`src/rtl/filter_accum_sat.sv`:
```
// Tap-product accumulator with rounding and saturation to 8-bit pixels.
// ACC gathers a sample's products; OUT holds the pixel until it is taken.
module filter_accum_sat #(
  parameter int NUM_TAPS = 9,
  parameter int SHIFT    = 20
) (
  input  logic        ap_clk,
  input  logic        ap_rst_n,
  input  logic [28:0] prod_data,
  input  logic        prod_valid,
  input  logic        prod_last,
  output logic        prod_ready,
  output logic [7:0]  pix_data,
  output logic        pix_valid,
  input  logic        pix_ready,
  output logic        sat_sticky,
  output logic        err_sticky
);

  typedef enum logic {
    ACC,
    OUT
  } state_t;

  localparam logic [3:0]  LAST_CNT = 4'(NUM_TAPS - 1);
  localparam logic [33:0] RND      = 34'(1) << (SHIFT - 1);

  state_t      state_q, state_d;
  logic [32:0] acc_q, acc_d;
  logic [3:0]  cnt_q, cnt_d;
  logic [7:0]  pix_q, pix_d;
  logic        sat_q, sat_d;
  logic        err_q, err_d;

  logic        take;
  logic        at_end;
  logic        fin;
  logic [32:0] sum;
  logic [33:0] rnd;

  assign take   = prod_valid && (state_q == ACC);
  assign at_end = (cnt_q == LAST_CNT);
  assign fin    = at_end || prod_last;
  // First beat of a sample loads instead of adding.
  assign sum    = (cnt_q == 4'd0) ? {4'b0, prod_data}
                                  : acc_q + {4'b0, prod_data};
  assign rnd    = ({1'b0, sum} + RND) >> SHIFT;

  always_comb begin
    state_d = state_q;
    acc_d   = acc_q;
    cnt_d   = cnt_q;
    pix_d   = pix_q;
    sat_d   = sat_q;
    err_d   = err_q;
    unique case (state_q)
      ACC: begin
        if (take) begin
          acc_d = sum;
          if (fin) begin
            state_d = OUT;
            if (rnd > 34'd255) begin
              pix_d = 8'hFF;
              sat_d = 1'b1;
            end else begin
              pix_d = rnd[7:0];
            end
            if (prod_last != at_end) err_d = 1'b1;
          end else begin
            cnt_d = cnt_q + 4'd1;
          end
        end
      end
      OUT: begin
        if (pix_ready) begin
          state_d = ACC;
          cnt_d   = 4'd0;
        end
      end
    endcase
  end

  always_ff @(posedge ap_clk) begin
    if (!ap_rst_n) begin
      state_q <= ACC;
      acc_q   <= '0;
      cnt_q   <= '0;
      pix_q   <= '0;
      sat_q   <= 1'b0;
      err_q   <= 1'b0;
    end else begin
      state_q <= state_d;
      acc_q   <= acc_d;
      cnt_q   <= cnt_d;
      pix_q   <= pix_d;
      sat_q   <= sat_d;
      err_q   <= err_d;
    end
  end

  assign prod_ready = (state_q == ACC);
  assign pix_valid  = (state_q == OUT);
  assign pix_data   = pix_q;
  assign sat_sticky = sat_q;
  assign err_sticky = err_q;

endmodule

```
`config.mk`:
```
export PLATFORM = sky130hd
export DESIGN_NAME = filter_accum_sat
export DESIGN_NICKNAME = d
export VERILOG_FILES = /design/src/rtl/filter_accum_sat.sv
export SDC_FILE = /design/constraint.sdc
export NUM_CORES = 1
export LEC_CHECK = 0
export CAP_MARGIN = 20
export CORE_UTILIZATION = 58
export DETAILED_ROUTE_END_ITERATION = 16
export PLACE_DENSITY = 0.82
export SETUP_SLACK_MARGIN = 0.2
export SLEW_MARGIN = 20
export SYNTH_ARGS = -nofsm -noshare
export SYNTH_HDL_FRONTEND = slang
export SYNTH_SLANG_ARGS = --single-unit
```
`constraint.sdc`:
```
create_clock -name ap_clk -period 4.22 [get_ports ap_clk]
set_input_delay 0.422 -clock ap_clk [delete_from_list [all_inputs] [get_ports ap_clk]]
set_output_delay 0.422 -clock ap_clk [all_outputs]
set_load 0.05 [all_outputs]
```
-- After elaboration in Yosys (flattened, before gate mapping)
Index checks and enable logic that the tools add are counted.
- flip-flop bits (word level): 48
- latch bits: 0
- RAM bits: 0
- ROM bits: 0
- output and inout port bits: 12
- logic and storage cells: 34
- memories: 0
- $add $sub $neg: 3
- multiply operators: 0
- div/mod/pow operators: 0
- magnitude comparators: 1
- eq/ne operators: 5
- shift operators: 0
- muxes and demuxes: 10
- bitwise operators: 1
- reductions and logical operators: 8
- operators by type and width (cell ; count):
    $add 33x20->34 const B ; 1
    $add 33x29->33 ; 1
    $mux 33 ; 1
    $gt 14x8->1 const B ; 1
    $mux 4 ; 3
    $mux 8 ; 1
    $pmux 4 s2 ; 1
    $reduce_and 4->1 ; 2
    $reduce_and 3->1 ; 2
    $add 4x1->4 const B ; 1
    $eq 4x4->1 const B ; 1
    $logic_not 4->1 ; 1
    $ne 2x2->1 const B ; 2
    $mux 1 ; 3
    $ne 2x1->1 const B ; 1
    $pmux 1 s2 ; 1
    $reduce_and 2->1 ; 1
    $logic_and 1x1->1 ; 1
    $logic_or 1x1->1 ; 1
    $ne 1x1->1 ; 1
    $not 1->1 ; 1

-- Logic depth before layout (Yosys ltp)
- depth in word-level cells: 5
- mapped depth: 17

-- Worst setup path after synthesis
OpenSTA, ideal clock, no wires.
- kind: input port to flip-flop
- start: input port prod_data[0]
- end: register pix_q[7], in the netlist pix_data[7]
- library setup time: 135 ps
- arrival: 3304 ps
- data required time: 4085 ps
- setup slack: 780 ps
- cell stages on the path: 17
- path through: ha_1 inv_1 fa_1 nor2b_1 o2111ai_1 a21o_1 and2_1 o31ai_1 xor2_1 nand2_1 nand2_1 ha_1 a21bo_2 nor3b_1 nand2_1 xnor2_1 a31oi_1
- cells in the longest elaborated chain, start to end: 5
- ends and longest elaborated chain (item ; RTL line ; text):
    start, declared ; 9 ; input logic [28:0] prod_data,
    $add 33x29->33 (*) ; 46 ; : acc_q + {4'b0, prod_data};
    $mux 33 (*) ; 45 ; assign sum = (cnt_q == 4'd0) ? {4'b0, prod_data}
    net sum[20] ; 38 ; logic [32:0] sum;
    $add 33x20->34 (*) ; 47 ; assign rnd = ({1'b0, sum} + RND) >> SHIFT;
    $gt 14x8->1 ; 62 ; if (rnd > 34'd255) begin
    $mux 8 (*) ; 62 ;
    end signal, assigned ; 95 ; pix_q <= pix_d;
    end, declared ; 31 ; logic [7:0] pix_q, pix_d;
The timed path passes the listed nets; every way through them passes the cells marked *.
A chain may end at the register's enable or synchronous reset.

-- Worst setup path in the final report
Ends and elaborated chain as after synthesis.

==> results.ini <==
[outcome]
status = finished, final reports clean

[clock_tree]
cts-root-buf = clkbuf_8
path_clk_slew_ns = 0.10
cts.sinks = 48
cts_buffers = 5
htree_levels = 2
clk_path_buf_depth = 2
cts_tree = yes
worstSkewPairLatency_ns = 0.32

[final_layout]
drive_above_1_share_pct = 7.917
final_nets = 648
regArea_um2 = 960.9
fin_area_um2 = 4868
syn2layout_area_growth_pct = 17.59
utilization_pct = 71.26
n_antenna_cell = 0
multiInputGateArea_um2 = 3058
mostFrequentLayoutCells = 73 x nand2_1, 49 x a21oi_1, 48 x dfxtp_1, 45 x clkdlybuf4s50_1, 43 x o21ai_0
fillers = 594
layout_commonest_cell = nand2_1

[logic_synthesis]
ys_ff_latch = 48
synth.distinct_cells = 67
async_reset_ff_share_pct = 0
ys_warn_count = 0
synth_seq_area_share_pct = 23.21
netlist_instances = 543
synthesis.nets = 611
syn_avg_cell_area_um2 = 7.625
synth_edf_count = 0
synth_area_um2 = 4140
ys.flop_type = dfxtp_1

[routing]
dr.pass1.iters = 5
avgRoutedWirePerCell_um = 16.98
finalWirelength_um = 11500
drtIter0Drc = 261
vias_per_cell = 6.325
antenna_left = 0
via_count = 4282
drc_errors = 0

[grt]
antenna_found_initial = 0
grt_overflow = 0
grt_pass1_vias = 4009
grt.total_usage_pct = 30.87
grt_start_max_net_pins = 31
grt_pass1_wl_um = 18620

[worst_setup_path]
slowest_stage = clkdlybuf4s50_1
crit_chain = clkdlybuf4s50_1, ha_1, inv_1, fa_1, nor2b_2, o2111ai_2, a21o_1, and2_1, o31ai_2, xor2_1, nand2_1, nand2_1, ha_1, a21bo_2, nor3b_4, nand2_1, xnor2_1, a31oi_1
crit_arrival_ns = 3.96
crit_type = input pin to flip-flop
crit_path_max_fanout = 5
start_kind = input pin
crit_buf_inv = 2
cpMostUsedCell = nand2_1
endpoint_kind = flip-flop
cp_slowest_stage_delay_ns = 0.49
crit_family = compound AO/OA/AOI/OAI gates
worst_ep_required_time_ns = 4.38
worst-r2r-setup-slack_ns = 0.68

[floorplan]
dieArea_um2 = 7481
die_w_um = 86.49
placementRows = 30
die_h_um = 86.49
core_area_um2 = 6832
num_io_pins = 46
start_util_pct = 60.60

[sta]
slew_violations = 0
finalSetupViolations = 0
worst_slew_pin_slew_ns = 1.087
grt_setup_unrepaired = yes
fmax_mhz = 263.1
max_slew_margin_pct = 27.33
fin_crit_ns = 3.800
hold_violations = 0
fin_crit_sh_pct = 90.05
holdWs_ns = 0.4860
worst_clock_skew_ns = 0.01215

[placed_design]
hpwl_um = 8423
io_buffer_count = 45
gp_congestion = 0.9309
placed_area_um2 = 4705

[pwr]
leakagePower_nw = 2.103
peakVddDrop_v = 0.0001336
cellPowerDensity_nw_per_um2 = 310.8

[job]
cap_violations = 0

[min_path]
hp-class = flip-flop to flip-flop

[report_power, final]
group	total, W	switching, W	internal, W
Combinational	0.000637	0.000375	0.000262
Clock	0.000368	0.000174	0.000194
Sequential	0.000508	0.0000205	0.000488
Total	0.00151	0.000569	0.000944
[logic make-up (layout without fill, tap and decap cells)]
| logic type | after synthesis | in the layout | share of synthesized area [%] |
|---|---|---|---|
| DFF | 48 | 48 | 23.21 |
| xor gates and xnor gates | 25 | 25 | 5.289 |
| and+or+nand+nor | 182 | 182 | 22.00 |
| buffers and inverters | 44 | 82 | 4.261 |
| adders and majority gates | 34 | 34 | 10.46 |
| muxes | 3 | 3 | 0.7253 |
| AOI/OAI and AO/OA | 207 | 207 | 34.06 |
[layer usage]
| layer | track usage (%) | vias up | share of wire (%) | routed length (um) |
|---|---|---|---|---|
| li1 | - | 2097 | - | - |
| met1 | 39.07 | 2006 | 44 | 5082 |
| met2 | 53.10 | 151 | 48 | 5489 |
| met3 | 5.429 | 28 | 6.0 | 693 |
| met4 | 10.15 | 0 | 2.0 | 231 |
| met5 | 0 | - | 0 | 0 |
[what timing repair did]
item,in CTS,in global routing
hold buffers,0,0
setup buffers,0,0
setup endpoints to repair,0,9
gates resized for setup,0,8
[synth_stat cells, types with 3 or more instances]
| cell | count | area, um2 |
|---|---|---|
| xor2_1 | 11 | 96.34 |
| o21ai_1 | 3 | 15.01 |
| clkbuf_1 | 20 | 75.07 |
| nor4_1 | 4 | 25.02 |
| nand3_1 | 9 | 45.04 |
| nand2_1 | 73 | 274.0 |
| nor3_1 | 10 | 50.05 |
| ha_1 | 33 | 412.9 |
| xnor2_1 | 14 | 122.6 |
| o211ai_1 | 13 | 97.59 |
| a31oi_1 | 10 | 62.56 |
| inv_1 | 16 | 60.06 |
| o211a_1 | 22 | 220.2 |
| and3_1 | 4 | 25.02 |
| a21o_1 | 10 | 75.07 |
| o21a_1 | 10 | 75.07 |
| and2_1 | 7 | 43.79 |
| a211oi_1 | 6 | 45.04 |
| dfxtp_1 | 48 | 960.9 |
| a21boi_0 | 6 | 45.04 |
| or3_1 | 5 | 31.28 |
| buf_2 | 3 | 15.01 |
| o31ai_1 | 3 | 22.52 |
| a22oi_1 | 3 | 22.52 |
| nand3b_1 | 3 | 22.52 |
| o21bai_1 | 3 | 22.52 |
| nand2b_1 | 3 | 18.77 |
| o311ai_0 | 3 | 26.28 |
| nor2_1 | 32 | 120.1 |
| o21ai_0 | 43 | 215.2 |
| mux2i_1 | 3 | 30.03 |
| nor2b_1 | 9 | 56.30 |
| a21oi_1 | 50 | 250.2 |
| nand4_1 | 7 | 43.79 |
| buf_1 | 3 | 11.26 |
| nor3b_1 | 4 | 30.03 |
[registers in the layout (all words and copies together) (netlist names)]
| signal | cells |
|---|---|
| err_sticky | 1 |
| cnt_q | 4 |
| pix_data | 8 |
| acc_q | 33 |
| pix_valid | 1 |
| sat_sticky | 1 |
[worst paths after layout]
check	from	depth (start not counted)	to
setup / recovery	prod_data[0]	18	pix_data[7]
hold reg to reg	acc_q[28]	2	acc_q[28]
hold / removal	acc_q[28]	2	acc_q[28]
setup reg to reg	acc_q[0]	17	pix_data[7]
[worst min-delay path: cells and delay by family (launching register included)]
kind               cells  cell delay (ns)
DFF                    1             0.33
AOI/OAI and AO/OA      1             0.07
and+or+nand+nor        1             0.05
[cell type report]
cell class,instances,share of cell area (%)
Inverter,16,1.234
Clock inverter,2,0.7967
Tap cell,96,2.467
Timing Repair Buffer,58,11.26
Multi-Input combinational cell,451,62.81
Sequential cell,48,19.74
Clock buffer,6,1.696
[per-stage QoR]
step | setup TNS, ns | instances | setup WS [ns] | total power [W]
floorplan | 0 | 543 | 0.7803 | 0.0009517
detailed placement | -0.07019 | 669 | -0.07019 | 0.001129
CTS | 0 | 677 | 0.2503 | 0.001498
global route | 0 | 677 | 0.1611 | 0.001593
finish | 0 | 677 | 0.4198 | 0.001513
global placement | 0 | 669 | 0.1217 | 0.001110
No activity file was read; power rests on OpenSTA's default activity.
